[src/rtl/alu_sequencer.sv]
// alu_sequencer: command-driven initiator for a 16-bit combinational ALU.
// Holds an 8 x 16-bit register file. Accepts one command at a time over a
// valid/ready handshake and returns the written value over a valid/ready
// response channel. A stored carry flag lets multi-word arithmetic chain
// across commands.
//
// Ports:
//   clk, rst_n            clock, asynchronous active-low reset
//   cmd_valid/cmd_ready   command handshake (cmd_ready registered)
//   cmd_load              1 = load immediate, 0 = ALU operation
//   cmd_mode, cmd_select  ALU mode / function passed through
//   cmd_use_carry         drive stored carry as ALU carry-in
//   cmd_dst/srca/srcb     register indices
//   cmd_imm               immediate for loads
//   alu_in_a/b, alu_select, alu_mode, alu_carry_in   registered ALU drive
//   alu_result, alu_carry_out                        combinational ALU return
//   rsp_valid/rsp_ready   response handshake (rsp_valid registered)
//   rsp_data, rsp_carry   value written and carry flag after the command
module alu_sequencer (
  input  logic        clk,
  input  logic        rst_n,
  input  logic        cmd_valid,
  output logic        cmd_ready,
  input  logic        cmd_load,
  input  logic        cmd_mode,
  input  logic [3:0]  cmd_select,
  input  logic        cmd_use_carry,
  input  logic [2:0]  cmd_dst,
  input  logic [2:0]  cmd_srca,
  input  logic [2:0]  cmd_srcb,
  input  logic [15:0] cmd_imm,
  output logic [15:0] alu_in_a,
  output logic [15:0] alu_in_b,
  output logic [3:0]  alu_select,
  output logic        alu_mode,
  output logic        alu_carry_in,
  input  logic [15:0] alu_result,
  input  logic        alu_carry_out,
  output logic        rsp_valid,
  input  logic        rsp_ready,
  output logic [15:0] rsp_data,
  output logic        rsp_carry
);

  typedef enum logic [1:0] {IDLE, ISSUE, RESP} state_e;

  state_e      state_q, state_d;
  logic [15:0] rf_q [8];
  logic [15:0] rf_d [8];
  logic        carry_q, carry_d;
  logic [15:0] a_q, a_d, b_q, b_d;
  logic [3:0]  sel_q, sel_d;
  logic        mode_q, mode_d;
  logic        cin_q, cin_d;
  logic [2:0]  dst_q, dst_d;
  logic [15:0] rdata_q, rdata_d;
  logic        rcarry_q, rcarry_d;
  logic        cready_q, cready_d;
  logic        rvalid_q, rvalid_d;
  logic        new_carry;

  always_comb begin
    state_d   = state_q;
    rf_d      = rf_q;
    carry_d   = carry_q;
    a_d       = a_q;
    b_d       = b_q;
    sel_d     = sel_q;
    mode_d    = mode_q;
    cin_d     = cin_q;
    dst_d     = dst_q;
    rdata_d   = rdata_q;
    rcarry_d  = rcarry_q;
    cready_d  = cready_q;
    rvalid_d  = rvalid_q;
    new_carry = mode_q & alu_carry_out;

    unique case (state_q)
      IDLE: begin
        // cready_q is still 0 on the first cycle out of reset; it rises
        // here, so acceptance always waits for the registered ready.
        cready_d = 1'b1;
        if (cmd_valid && cready_q) begin
          cready_d = 1'b0;
          if (cmd_load) begin
            rf_d[cmd_dst] = cmd_imm;
            rdata_d       = cmd_imm;
            rcarry_d      = carry_q;
            rvalid_d      = 1'b1;
            state_d       = RESP;
          end else begin
            a_d     = rf_q[cmd_srca];
            b_d     = rf_q[cmd_srcb];
            sel_d   = cmd_select;
            mode_d  = cmd_mode;
            cin_d   = cmd_use_carry & carry_q;
            dst_d   = cmd_dst;
            state_d = ISSUE;
          end
        end
      end
      ISSUE: begin
        rf_d[dst_q] = alu_result;
        rdata_d     = alu_result;
        carry_d     = new_carry;
        rcarry_d    = new_carry;
        rvalid_d    = 1'b1;
        state_d     = RESP;
      end
      RESP: begin
        if (rsp_ready) begin
          rvalid_d = 1'b0;
          cready_d = 1'b1;
          state_d  = IDLE;
        end
      end
      default: state_d = IDLE;
    endcase
  end

  always_ff @(posedge clk or negedge rst_n) begin
    if (!rst_n) begin
      state_q  <= IDLE;
      rf_q     <= '{default: '0};
      carry_q  <= 1'b0;
      a_q      <= '0;
      b_q      <= '0;
      sel_q    <= '0;
      mode_q   <= 1'b0;
      cin_q    <= 1'b0;
      dst_q    <= '0;
      rdata_q  <= '0;
      rcarry_q <= 1'b0;
      cready_q <= 1'b0;
      rvalid_q <= 1'b0;
    end else begin
      state_q  <= state_d;
      rf_q     <= rf_d;
      carry_q  <= carry_d;
      a_q      <= a_d;
      b_q      <= b_d;
      sel_q    <= sel_d;
      mode_q   <= mode_d;
      cin_q    <= cin_d;
      dst_q    <= dst_d;
      rdata_q  <= rdata_d;
      rcarry_q <= rcarry_d;
      cready_q <= cready_d;
      rvalid_q <= rvalid_d;
    end
  end

  assign cmd_ready    = cready_q;
  assign rsp_valid    = rvalid_q;
  assign rsp_data     = rdata_q;
  assign rsp_carry    = rcarry_q;
  assign alu_in_a     = a_q;
  assign alu_in_b     = b_q;
  assign alu_select   = sel_q;
  assign alu_mode     = mode_q;
  assign alu_carry_in = cin_q;

endmodule

[config.mk]
export PLATFORM = sky130hd
export DESIGN_NAME = alu_sequencer
export DESIGN_NICKNAME = d
export VERILOG_FILES = /design/src/rtl/alu_sequencer.sv
export SDC_FILE = /design/constraint.sdc
export NUM_CORES = 1
export LEC_CHECK = 0
export CAP_MARGIN = 25
export CORE_MARGIN = 4
export CORE_UTILIZATION = 60
export CTS_BUF_LIST = sky130_fd_sc_hd__clkbuf_4 sky130_fd_sc_hd__clkbuf_8
export DETAILED_ROUTE_END_ITERATION = 10
export GPL_TIMING_DRIVEN = 0
export PLACE_DENSITY = 0.84
export RECOVER_POWER = 50
export SLEW_MARGIN = 5
export SYNTH_ARGS = -nofsm -noshare
export SYNTH_HDL_FRONTEND = slang
export SYNTH_SLANG_ARGS = --single-unit
[constraint.sdc]
create_clock -name clk -period 4.4 [get_ports clk]
set_clock_uncertainty 0.15 [all_clocks]
set_input_delay 0.88 -clock clk [delete_from_list [all_inputs] [get_ports clk]]
set_output_delay 0.88 -clock clk [all_outputs]
set_load 0.005 [all_outputs]
==> impl_metrics.py, run 1 <==
metrics = {
    "worst_setup_path": {
        "r2r_slack_ns": 1.10,
        "crit_type": "in2reg",
        "cp-end-kind": "flip-flop",
        "critical_path_depth": 7,
        "critPathMaxFanout": 10,
        "rr_startpoint": "state_q[0]$_DFFE_PN0P_",
        "path_buf_inv": 3,
        "cpPeakStageDelay_ns": 0.73,
        "worstPathRequired_ns": 4.62,
        "startpoint_type": "input port",
        "cp-startpoint": "cmd_load",
        "worstPathArrival_ns": 3.83,
        "ff2ff_path_depth": 6,
        "cpMaxStageDelayCell": "clkbuf_1",
        "crit_chain": "dlygate4sd3_1, a31oi_1, nor2_1, clkbuf_1, o21ai_2, buf_4, mux2_1",
        "crit_family": "buffers and inverters",
    },
    "clock_tree": {
        "cts.hold.buffers_added": 0,
        "cts_resized": 0,
        "clk_pin_slew_worst_paths_ns": 0.10,
        "cts_buffer_depth": 2,
        "cts.sinks": 191,
        "h-tree-depth": 4,
        "cts_tree": "done",
        "cts_buffers": 17,
        "root_buffer": "clkbuf_8",
        "clk_latency_ns": 0.49,
        "cts_setup_buffers": 0,
    },
    "die": {
        "num_rows": 48,
        "die-height_um": 140,
        "design.core.area_um2": 17200,
        "ioPinCount": 110,
        "initial_utilization_pct": 60.9,
        "die_x_um": 140,
        "die_area_um2": 19600,
    },
    "sta": {
        "rsz0062_at_grt": "false",
        "fin_crit_sh_pct": 81.9,
        "drv_slew": 117,
        "slew_headroom_pct": -84.2,
        "worst_pin_slew_ns": 2.76,
        "whs_ns": 0.366,
        "setup_viol": 0,
        "fmax_ghz": 0.277,
        "fin_crit_ns": 3.60,
        "finalHoldViolCount": 0,
    },
    "run": {
        "max_cap_viol_count": 2,
    },
    "finish": {
        "area_growth_pct": 16.6,
        "drive_above_1_share_pct": 26.8,
        "final_cells": 1174,
        "diodes": 0,
        "nets": 990,
    },
    "synth": {
        "async_reset_ff_share_pct": 100,
        "synthTopCellsByCount": "dfrtp_1 (191), o22ai_1 (129), mux2_2 (67)",
        "synth.distinct_cells": 32,
        "synth_area_leader_cell": "dfrtp_1",
        "synth_ff_type": "dfrtp_1",
        "synth_cells": 814,
        "synth_seq_cells": 191,
        "yosys_warnings": 0,
        "yosysSeqAreaShare_pct": 45.7,
        "netlist_area_um2": 10500,
        "syn-num-nets": 867,
        "synth_edf_count": 0,
        "avgSynthCellArea_um2": 12.9,
        "synthMostInstantiatedCell": "dfrtp_1",
        "synthTopCellsByArea": "dfrtp_1 (46%), mux4_2 (14%), o22ai_1 (7.7%), mux2_2 (7.2%), mux2_4 (5.7%)",
        "synth_top_cell_area_share_pct": 45.7,
    },
    "route": {
        "ant_nets": 0,
        "totalWireLength_um": 32800,
        "initialDrtViolationCount": 1058,
        "wire_per_inst_um": 28.0,
        "dr.pass1.iters": 9,
        "viasPerCell": 7.15,
        "vias": 8395,
        "remaining_drc_errors": 1,
    },
    "pwr": {
        "pwr-share-clk_pct": 20.1,
        "power_density_nw_per_um2": 518,
        "p_int_w": 0.00409,
        "power.share.sequential_pct": 41.5,
        "netSwitchingPower_w": 0.00223,
        "swShare_pct": 35.3,
        "ir_worst_vdd_mv": 0.274,
        "leakage_nw": 5.24,
        "p_comb_share_pct": 38.4,
    },
    "global_route": {
        "antenna_found_initial": 2,
        "grtUsageTotal_pct": 33.5,
        "grt_pass1_vias": 8338,
        "globalRoute.totalOverflow": 0,
        "grt_max_degree": 110,
        "grt_pass1_wl_um": 49700,
    },
    "outcome": {
        "violations": "DRC, capacitance limit, slew limit",
        "status": "complete, but fails checks",
    },
    "placed_design": {
        "dp_hpwl_um": 22100,
        "placedCellCount": 1143,
        "gp_congestion": 0.933,
        "portBuffers": 103,
    },
    "hold_path": {
        "min-delay-start": "alu_select[3]$_DFFE_PN0P_",
        "holdCritPathClass": "reg2reg",
        "min_path_cells": 1,
    },
}
==> final cells by class <==
type / count / area [µm²]
well taps: 225 / 282
plain buffers: 76 / 477
clock buffers: 18 / 248
multi-input cells: 545 / 5180
clock inverters: 13 / 176
flip-flops and latches: 191 / 4780
fillers: 1218 / 4980
inverters: 2 / 7.51
repair buffers: 104 / 1050
==> routing by layer <==
metal / global-route usage (%) / vias up / wire length, µm
li1: - / 3384 / -
met1: 45.0 / 4196 / 12200
met2: 49.6 / 659 / 14600
met3: 11.6 / 152 / 4270
met4: 15.8 / 4 / 1660
met5: 0 / - / 27
==> kinds of logic after synthesis <==
logic type	share of synthesized area, %
flops	45.7
buf+inv	4.76
simple gates	5.22
compound gates	11.3
mux	33.0
==> power by group through the flow <==
stage	registers (W)	clock network [W]	logic (W)
2_1_floorplan	0.00257	0	0.00131
3_3_place_gp	0.00261	0	0.00234
3_5_place_dp	0.00264	0	0.00239
4_1_cts	0.00261	0.00126	0.00241
5_1_grt	0.00268	0.00133	0.00257
6_report	0.00262	0.00127	0.00243
==> registers in the layout (all words and copies together) (netlist names) <==
signal        count
alu_carry_in      1
alu_in_a         16
alu_in_b         16
alu_mode          1
alu_select        4
carry_q           1
cmd_ready         1
dst_q             3
rf_q            128
rsp_carry         1
rsp_data         16
rsp_valid         1
state_q           2
==> layout by cell type (no fill, tap or decap), types with 2 or more instances in the layout <==
cell type        instances
clkinvlp_4               3
buf_6                   11
mux4_2                  64
or3_1                    2
dlygate4sd3_1            6
o21ai_0                  2
mux2i_1                 32
inv_6                    5
nand2_1                 35
clkbuf_1                25
nand3_1                  4
nand3b_1                 6
nor2_2                   5
a21oi_1                 33
o21a_1                   4
nand2b_1                 2
a31oi_1                 17
or3b_1                   6
mux2_1                  30
buf_2                   23
o22ai_1                129
nor2_1                  60
buf_12                   4
buf_1                    9
clkdlybuf4s50_1         96
inv_1                    2
clkbuf_8                18
dfrtp_1                191
o21ai_4                  2
bufinv_16                3
mux2_4                  40
mux2_2                  67
buf_4                    4
==> worst paths after layout <==
path	end
worst max register to register	rf_q[12]$_DFFE_PN0P_
worst min-delay path	alu_select[3]$_DFFE_PN0P_
max in group asynchronous	alu_in_b[0]$_DFFE_PN0P_
min in group asynchronous	alu_in_a[13]$_DFFE_PN0P_
worst min register to register	alu_select[3]$_DFFE_PN0P_
worst max-delay path	rf_q[29]$_DFFE_PN0P_
==> per-stage QoR <==
stage	setup TNS (ns)	power (W)	cell area, µm²	utilization, %	setup slack [ns]
floorplan	0	0.00389	10500	-	1.87
global placement	-1072.74	0.00495	11800	68.5	-5.64
detailed placement	0	0.00504	11800	68.7	1.07
CTS	0	0.00628	12200	71.2	1.56
global route	0	0.00658	12200	71.0	0.814
finish	0	0.00632	12200	71.0	0.796
Power figures use the tool's default switching activity.
==> run 2: changes to the inputs <==
--- a/config.mk
+++ b/config.mk
@@ -7,11 +7,11 @@
 export LEC_CHECK = 0
 export CAP_MARGIN = 25
 export CORE_MARGIN = 4
-export CORE_UTILIZATION = 60
+export CORE_UTILIZATION = 53
 export CTS_BUF_LIST = sky130_fd_sc_hd__clkbuf_4 sky130_fd_sc_hd__clkbuf_8
 export DETAILED_ROUTE_END_ITERATION = 10
 export GPL_TIMING_DRIVEN = 0
-export PLACE_DENSITY = 0.84
+export PLACE_DENSITY = 0.78
 export RECOVER_POWER = 50
 export SLEW_MARGIN = 5
 export SYNTH_ARGS = -nofsm -noshare
==> constraint.sdc (replaced) <==
create_clock -name clk -period 3.2 [get_ports clk]
set_clock_uncertainty 0.15 [all_clocks]
set_input_delay 0.64 -clock clk [delete_from_list [all_inputs] [get_ports clk]]
set_output_delay 0.64 -clock clk [all_outputs]
set_load 0.005 [all_outputs]
==> impl_metrics.py, run 2 (synthesis gave the netlist of run 1 again) <==
metrics = {
    "worst_setup_path": {
        "path_buf_inv": 3,
        "ff2ff_path_depth": 7,
        "cp-startpoint": "cmd_valid",
        "worstPathRequired_ns": 3.44,
        "cpPeakStageDelay_ns": 0.75,
        "critical_path_depth": 7,
        "crit_family": "buffers and inverters",
        "crit_type": "in2reg",
        "rr_startpoint": "state_q[0]$_DFFE_PN0P_",
        "cp-end-kind": "flip-flop",
        "cpMaxStageDelayCell": "buf_1",
        "critPathMaxFanout": 10,
        "r2r-end": "rf_q[84]$_DFFE_PN0P_",
        "r2r_slack_ns": 0.35,
        "critPathCapture": "rsp_data[10]$_DFFE_PN0P_",
        "worstPathArrival_ns": 3.09,
        "startpoint_type": "input port",
        "crit_chain": "dlygate4sd3_1, a31oi_1, nor2_2, buf_4, buf_1, nor2_1, a31oi_1",
        "crit_top_cell": "a31oi_1",
    },
    "finish": {
        "drive_above_1_share_pct": 27.2,
        "fillCellCount": 1506,
        "layout_common_cells": "dfrtp_1 (191), o22ai_1 (129), clkdlybuf4s50_1 (87)",
        "nets": 990,
        "finish.instance_area_um2": 12300,
        "final_cells": 1215,
        "largest_reg_flops": 128,
        "finish.utilization_pct": 63.1,
        "largest-register": "rf_q",
        "final_common_cell": "dfrtp_1",
        "area_growth_pct": 17.4,
        "diodes": 0,
    },
    "die": {
        "num_rows": 51,
        "design.core.area_um2": 19500,
        "die-height_um": 148,
        "die_area_um2": 22000,
        "initial_utilization_pct": 53.7,
        "die_x_um": 148,
        "ioPinCount": 110,
    },
    "pwr": {
        "total_power_w": 0.00868,
        "ir_worst_vdd_mv": 0.255,
        "power_density_nw_per_um2": 707,
        "leakage_nw": 5.26,
    },
    "global_route": {
        "antenna_found_initial": 0,
        "grt_max_degree": 112,
        "grt_pass1_vias": 8330,
        "globalRoute.totalOverflow": 0,
        "grtUsageTotal_pct": 29.7,
        "grt_pass1_wl_um": 49500,
    },
    "clock_tree": {
        "cts_resized": 0,
        "h-tree-depth": 4,
        "cts_buffer_depth": 2,
        "cts_setup_buffers": 0,
        "root_buffer": "clkbuf_8",
        "cts.hold.buffers_added": 0,
        "cts.sinks": 191,
        "clk_pin_slew_worst_paths_ns": 0.10,
        "cts_buffers": 17,
        "clk_latency_ns": 0.48,
        "cts_tree": "done",
    },
    "route": {
        "ant_nets": 0,
        "viasPerCell": 6.76,
        "initialDrtViolationCount": 979,
        "dr.pass1.iters": 5,
        "remaining_drc_errors": 0,
        "wire_per_inst_um": 26.6,
        "vias": 8213,
        "totalWireLength_um": 32400,
    },
    "sta": {
        "whs_ns": 0.278,
        "fin_crit_ns": 2.86,
        "drv_slew": 81,
        "worst_pin_slew_ns": 2.09,
        "finalHoldViolCount": 0,
        "slew_headroom_pct": -39.5,
        "rsz0062_at_grt": "false",
        "fin_crit_sh_pct": 89.3,
        "setup_viol": 0,
        "fmax_ghz": 0.350,
    },
    "outcome": {
        "status": "complete, but fails checks",
        "violations": "capacitance limit, slew limit",
    },
    "hold_path": {
        "holdCritPathClass": "in2reg",
    },
    "placed_design": {
        "portBuffers": 103,
        "dpl_cell_area_um2": 11900,
        "placedCellCount": 1183,
        "dp_hpwl_um": 22100,
        "gp_congestion": 0.940,
    },
    "run": {
        "max_cap_viol_count": 1,
    },
}
==> run 2: stage by stage <==
| step | TNS, ns | setup slack, ns |
|---|---|---|
| finish | 0 | 0.343 |
| global route | 0 | 0.240 |
| CTS | 0 | 0.513 |
| detailed placement | 0 | 0.0502 |
| global placement | -1281.09 | -6.73 |
| floorplan | 0 | 0.914 |
==> run 2: worst min path at each step <==
stage	start	slack (ns)	end	cells after the start
2_1_floorplan	rst_n	0.19	alu_carry_in$_DFFE_PN0P_	0
3_3_place_gp	rf_q[40]$_DFFE_PN0P_	0.34	rf_q[40]$_DFFE_PN0P_	1
3_5_place_dp	alu_select[0]$_DFFE_PN0P_	0.35	alu_select[0]$_DFFE_PN0P_	1
4_1_cts	rst_n	0.006	alu_select[2]$_DFFE_PN0P_	1
5_1_grt	cmd_dst[0]	0.28	dst_q[0]$_DFFE_PN0P_	2
6_report	cmd_dst[0]	0.28	dst_q[0]$_DFFE_PN0P_	2
==> run 2: report_power, final <==
group / internal (W) / switching, W / leakage (nW) / total (W)
clock network: 0.000833 / 0.000936 / 0.216 / 0.00177
logic: 0.00168 / 0.00163 / 2.54 / 0.00331
registers: 0.00312 / 0.000485 / 2.50 / 0.00360
==> run 2: layer usage <==
layer  global-route usage [%]  vias to the layer above  wire length, µm
met1                     40.6                     4119            12500
met4                     12.7                        0             1420
met5                        0                        -                0
li1                         -                     3385                -
met3                     8.14                      115             3770
met2                     45.1                      594            14700
==> run 2: worst register-to-register path, stage by stage (launching register included) <==
cell and delay [ns]:
dfrtp_1 0.46, nor2b_1 0.17, buf_2 0.22, buf_6 0.19
clkbuf_1 0.61, nand2_1 0.46, o22ai_1 0.34, mux2_2 0.19
==> run 2: layout make-up <==
class,instances,area (µm²),area share (%)
Buffer,76,487,3.96
Timing Repair Buffer,104,1050,8.58
Inverter,2,7.51,0.0611
Tap cell,265,332,2.70
Clock buffer,19,262,2.13
Clock inverter,13,174,1.42
Multi-Input combinational cell,545,5180,42.2
Sequential cell,191,4780,38.9
